[src/rtl/fifo_stream_reader.sv]
// Two-entry skid buffer that pops words from a FIFO read port and presents
// them as a valid/ready stream. m_data is always a registered value, and
// fifo_rd_en never depends on m_ready, so neither side has a combinational
// path through this block.
module fifo_stream_reader #(
  parameter int unsigned WIDTH = 8,
  parameter int unsigned CNT_W = 16
) (
  input  logic             clk,
  input  logic             rstn,
  input  logic             fifo_empty,
  input  logic [WIDTH-1:0] fifo_rd_data,
  output logic             fifo_rd_en,
  output logic             m_valid,
  input  logic             m_ready,
  output logic [WIDTH-1:0] m_data,
  input  logic             flush,
  output logic [CNT_W-1:0] xfer_count
);

  typedef enum logic [1:0] {
    StEmpty = 2'd0,
    StOne   = 2'd1,
    StTwo   = 2'd2
  } state_e;

  state_e           state_q, state_d;
  logic [WIDTH-1:0] head_q, head_d;
  logic [WIDTH-1:0] tail_q, tail_d;
  logic [CNT_W-1:0] cnt_q, cnt_d;

  logic pop;
  logic out;

  // Pop only when there is room; rstn gating keeps the FIFO untouched during reset.
  assign pop        = rstn && !fifo_empty && (state_q != StTwo) && !flush;
  assign out        = m_valid && m_ready;
  assign fifo_rd_en = pop;
  assign m_valid    = (state_q != StEmpty);
  assign m_data     = head_q;
  assign xfer_count = cnt_q;

  // Occupancy FSM and buffer next-state; flush overrides to empty.
  always_comb begin
    state_d = state_q;
    head_d  = head_q;
    tail_d  = tail_q;
    if (flush) begin
      state_d = StEmpty;
    end else begin
      case (state_q)
        StEmpty: begin
          if (pop) begin
            head_d  = fifo_rd_data;
            state_d = StOne;
          end
        end
        StOne: begin
          if (pop && out) begin
            head_d = fifo_rd_data;
          end else if (pop) begin
            tail_d  = fifo_rd_data;
            state_d = StTwo;
          end else if (out) begin
            state_d = StEmpty;
          end
        end
        StTwo: begin
          if (out) begin
            head_d  = tail_q;
            state_d = StOne;
          end
        end
        default: state_d = StEmpty;
      endcase
    end
  end

  // Transfer counter; a transfer in a flush cycle still counts, wraps naturally.
  always_comb begin
    cnt_d = cnt_q;
    if (out) begin
      cnt_d = cnt_q + CNT_W'(1);
    end
  end

  // State registers with asynchronous active-low reset.
  always_ff @(posedge clk or negedge rstn) begin
    if (!rstn) begin
      state_q <= StEmpty;
      head_q  <= '0;
      tail_q  <= '0;
      cnt_q   <= '0;
    end else begin
      state_q <= state_d;
      head_q  <= head_d;
      tail_q  <= tail_d;
      cnt_q   <= cnt_d;
    end
  end

endmodule

[config.mk]
export PLATFORM = sky130hd
export DESIGN_NAME = fifo_stream_reader
export DESIGN_NICKNAME = d
export VERILOG_FILES = /design/src/rtl/fifo_stream_reader.sv
export SDC_FILE = /design/constraint.sdc
export NUM_CORES = 1
export LEC_CHECK = 0
export ABC_CLOCK_PERIOD_IN_PS = 1700
export CAP_MARGIN = 20
export CORE_ASPECT_RATIO = 0.9
export CORE_MARGIN = 10
export CORE_UTILIZATION = 26
export CTS_CLUSTER_DIAMETER = 80
export CTS_CLUSTER_SIZE = 25
export DETAILED_ROUTE_END_ITERATION = 7
export HOLD_SLACK_MARGIN = 0.02
export SYNTH_ARGS = -nofsm -noshare
export SYNTH_HDL_FRONTEND = slang
export SYNTH_SLANG_ARGS = --single-unit
export TNS_END_PERCENT = 1
[constraint.sdc]
create_clock -name clk -period 1.7 [get_ports clk]
set_input_delay 0.34 -clock clk [delete_from_list [all_inputs] [get_ports clk]]
set_output_delay 0.34 -clock clk [all_outputs]
set_load 0.1 [all_outputs]
After elaboration in Yosys (flattened, before gate mapping)
Cells that the tools add are included.
{ "classes": {"n_addsub": 1, "eq_ne": 10, "muxes": 11, "bitwise_logic": 2, "n_reduce_logical": 13} }
{ "op_table": {"columns": ["op", "count"], "rows": [
  ["$mux W8", 3],
  ["$pmux W8 S3", 1],
  ["$add A16 B1 Y16 const B", 1],
  ["$mux W2", 6],
  ["$ne A3 B3 Y1 const B", 3],
  ["$ne A2 B2 Y1 const B", 4],
  ["$reduce_and A4 Y1", 2],
  ["$pmux W2 S3", 1],
  ["$logic_and A1 B1 Y1", 5],
  ["$reduce_and A5 Y1", 1],
  ["$ne A4 B4 Y1 const B", 1],
  ["$reduce_bool A3 Y1", 1],
  ["$eq A2 B1 Y1 const B", 1],
  ["$eq A2 B2 Y1 const B", 1],
  ["$logic_not A1 Y1", 2],
  ["$logic_not A2 Y1", 1],
  ["$not A1 Y1", 2],
  ["$reduce_bool A2 Y1", 1]
]} }
{ "totals": {"ff_bits": 34, "in_bits": 13} }

Logic depth before layout (Yosys ltp)
{ "logic_depth": {"depth_word": 8, "depth_mapped": 6} }

Worst setup path before layout
OpenSTA, ideal clock, no wires.
{ "synth_timing": {"path_kind": "register -> output", "start": "register state_q[1]", "end": "output port fifo_rd_en", "arrival_ns": 2.992, "slack_ns": -1.632, "path_stages_with_launch": 5, "path_buffers": 2, "cell_sequence": "dfrtp_1 -> buf_2 -> nor2b_1 -> clkbuf_1 -> nor3_1"} }
{ "synth_via": {"elab_chain_cells": 3} }
{ "synth_rtl": {"columns": ["item", "line", "text"], "rows": [
  ["start: declaration", "27", "state_e state_q, state_d;"],
  ["start signal: assignment", "90", "state_q <= StEmpty;"],
  ["start signal: assignment", "95", "state_q <= state_d;"],
  ["$ne A2 B2 Y1", "36", "assign pop = rstn && !fifo_empty && (state_q != StTwo) && !flush;"],
  ["$logic_and A1 B1 Y1 (2 in series)", "36", null],
  ["end: declaration", "13", "output logic fifo_rd_en,"]
]} }
No other way between the ends.

Final worst setup path
Same ends and word-level chain as after synthesis.

==> qor.yml <==
timing:
  setup_viol: 0
  slew-limit-headroom_pct: 83.1
  worst_pin_slew_ps: 253
  min_period_ps: 1650
  max_freq_mhz: 607
  hold_viol: 0
  slew_viol_final: 0
  final.setup_skew_ps: 7.37
  timing.final.ws_setup_ps: 52.7
  min_period_over_period_pct: 96.9
  rsz0062_at_grt: "yes"
  holdWs_ps: 123
clock_network:
  htreeDepth: 2
  cts_tree: "yes"
  cts.clk_slew.worst_paths_ps: 70
  clockBufferDepth: 2
  clk_latency_ps: 270
  cts_buffers: 5
  root_buffer: "clkbuf_8"
  post_cts_buffers: 0
  cts_sinks: 34
synthesis:
  avgSynthCellArea_sq_um: 11.8
  ys_ff_latch: 34
  synth_edf_count: 0
  ys_seq_area_share_pct: 54.9
  synthArstFlopShare_pct: 100
  synth_top_cell_by_area: "dfrtp_1"
  yosysWarnings: 0
  ys.flop_type: "dfrtp_1"
  synthCells: 131
  yosysTopAreaCellShare_pct: 54.9
  synth.area.top_cells: "dfrtp_1, xnor2_1, mux2i_1, mux2_2, nor2_1"
  synth_common_cells: "dfrtp_1, nor2_1, xnor2_1, mux2i_1"
  synth_most_common_cell: "dfrtp_1"
  syn_nets: 145
  synthDistinctLibCells: 29
  netlist_area_sq_um: 1550
place:
  pre_cts_ws_ps: -247
  gp_congestion: 0.792
  port-buffer-count: 38
  dpl.hpwl_mm: 2.76
outcome:
  outcome: "completed"
die:
  die_width_um: 101
  initial_utilization_pct: 27.1
  die_y_um: 93.2
  dieArea_sq_um: 9450
  placementRows: 26
  core-area_sq_um: 5730
  io-pin-count: 39
min_path:
  hold_path.class: "input pin to asynchronous set/reset pin"
setup_path:
  endpoint_kind: "output pin"
  required_ps: 1360
  path_class: "flop to output pin"
  crit_path_max_incr_delay_ps: 380
  start_kind: "flop"
  crit_chain: "buf_4 > nor2b_4 > nor3_4 > buf_12"
  crit_fanout: 9
  critPathSlowestCell: "dfrtp_1"
  critPathArrivalTime_ps: 1310
cells_and_area:
  drive_gt1_share_pct: 39.2
  area_delta_synth_final_pct: 61.1
  fin_util_pct: 43.6
  n_antenna_cell: 0
  final_nets: 202
  n_fill_cell: 532
grt:
  grt_pass1_vias: 1316
  grt_pass1_wl_mm: 6.23
  grt_max_degree: 19
  grtUsageTotal_pct: 8.11
  antenna_found_initial: 0
  grt-ovfl-total: 0
route:
  routed_wl_mm: 3.58
  post_drt_wl_per_cell_um: 13.8
  firstDrtPassIters: 4
  dr_total_vias: 1171
  via_per_inst: 4.52
  drt_iter0_markers: 16
  antenna_left: 0
  drc: 0
power:
  irDropWorstVdd_mv: 0.940
  p_leak_nw: 1.07
  power.total_mw: 2.92
  powerDensity_nw_per_um2: 1170
flow_run:
  cap_violations: 0
## worst max-delay path: cells and delay by family (launching register included)
family | cells | cell delay [ps]
buffers and inverters | 2 | 370
AND/OR/NAND/NOR | 2 | 280
flip-flops | 1 | 380
## per-stage QoR
step | std cells | cell area, sq um | setup TNS [ps]
finish | 259 | 2490 | 0
floorplan | 131 | 1600 | -445
CTS | 259 | 2490 | 0
global placement | 251 | 2410 | -2810
global route | 259 | 2490 | -7.15
detailed placement | 251 | 2410 | -3590
## where the power goes
group	total, mW	switching (mW)	internal [mW]	leakage (nW)
clock network	0.552	0.261	0.291	0.0395
registers	1.08	0.145	0.940	0.424
logic	1.28	0.804	0.480	0.603
total	2.92	1.21	1.71	1.07
## area by class of cell
class / instances / area, sq um / share of cell area [%]
Clock buffer: 8 / 80.1 / 3.21
Multi-Input combinational cell: 92 / 691 / 27.7
Sequential cell: 34 / 862 / 34.6
Tap cell: 70 / 87.6 / 3.51
Timing Repair Buffer: 55 / 774 / 31.0
## final timing paths
kind | cells after the start | slack (ps) | end | startpoint
hold / removal | 2 | 120 | m_data[1]$_DFFE_PN0P_ | rstn
setup / recovery | 4 | 50 | fifo_rd_en | state_q[1]$_DFFE_PN0P_
max in group asynchronous | 2 | 1350 | xfer_count[8]$_DFFE_PN0P_ | rstn
setup reg to reg | 5 | 160 | m_data[3]$_DFFE_PN0P_ | state_q[0]$_DFFE_PN0P_
hold reg to reg | 1 | 510 | tail_q[0]$_DFFE_PN0P_ | tail_q[0]$_DFFE_PN0P_
min in group clk | 1 | 510 | tail_q[0]$_DFFE_PN0P_ | tail_q[0]$_DFFE_PN0P_
## metal layers
layer	wire (um)	up-vias	part of all wire [%]	global-route usage, %
li1	-	571	-	-
met1	1470	573	41	8.56
met3	380	2	11	4.93
met2	1710	25	48	13.2
met4	13	0	0.36	2.44
met5	0	-	0	0
## placed cells by master (no fill, tap or decap), types with 2 or more instances in the layout
cell,count
xor2_1,3
xnor2_1,12
nand4_1,3
clkbuf_1,3
nand3_1,7
a21oi_1,8
nor2_1,12
nand2_1,7
buf_4,16
dfrtp_1,25
and3_1,4
mux2_2,8
clkdlybuf4s50_1,10
a21oi_2,2
dfrtp_2,9
buf_12,27
mux2i_1,9
clkbuf_8,5
nor3_1,2
## registers in the layout, summed over array words and instances (netlist names)
signal / count
state_q: 2
xfer_count: 16
m_data: 8
tail_q: 8
## cells by family (layout without fill, tap and decap cells)
group	Yosys count	after routing	synth area share [%]
AND/OR/NAND/NOR	45	45	15.3
flip-flops	34	34	54.9
multiplexers	17	17	11.6
XOR/XNOR	15	15	8.48
AO/OA/AOI/OAI	14	14	6.54
buffers and inverters	5	63	2.34
adder cells (fa/ha/maj)	1	1	0.808
## timing repair
| item | CTS | global route |
|---|---|---|
| endpoints found under the setup margin | 1 | 2 |
| pin swaps | 1 | 0 |
| hold buffers | 0 | 0 |
| gates resized for setup | 2 | 1 |
No activity file was read; power rests on OpenSTA's default activity.
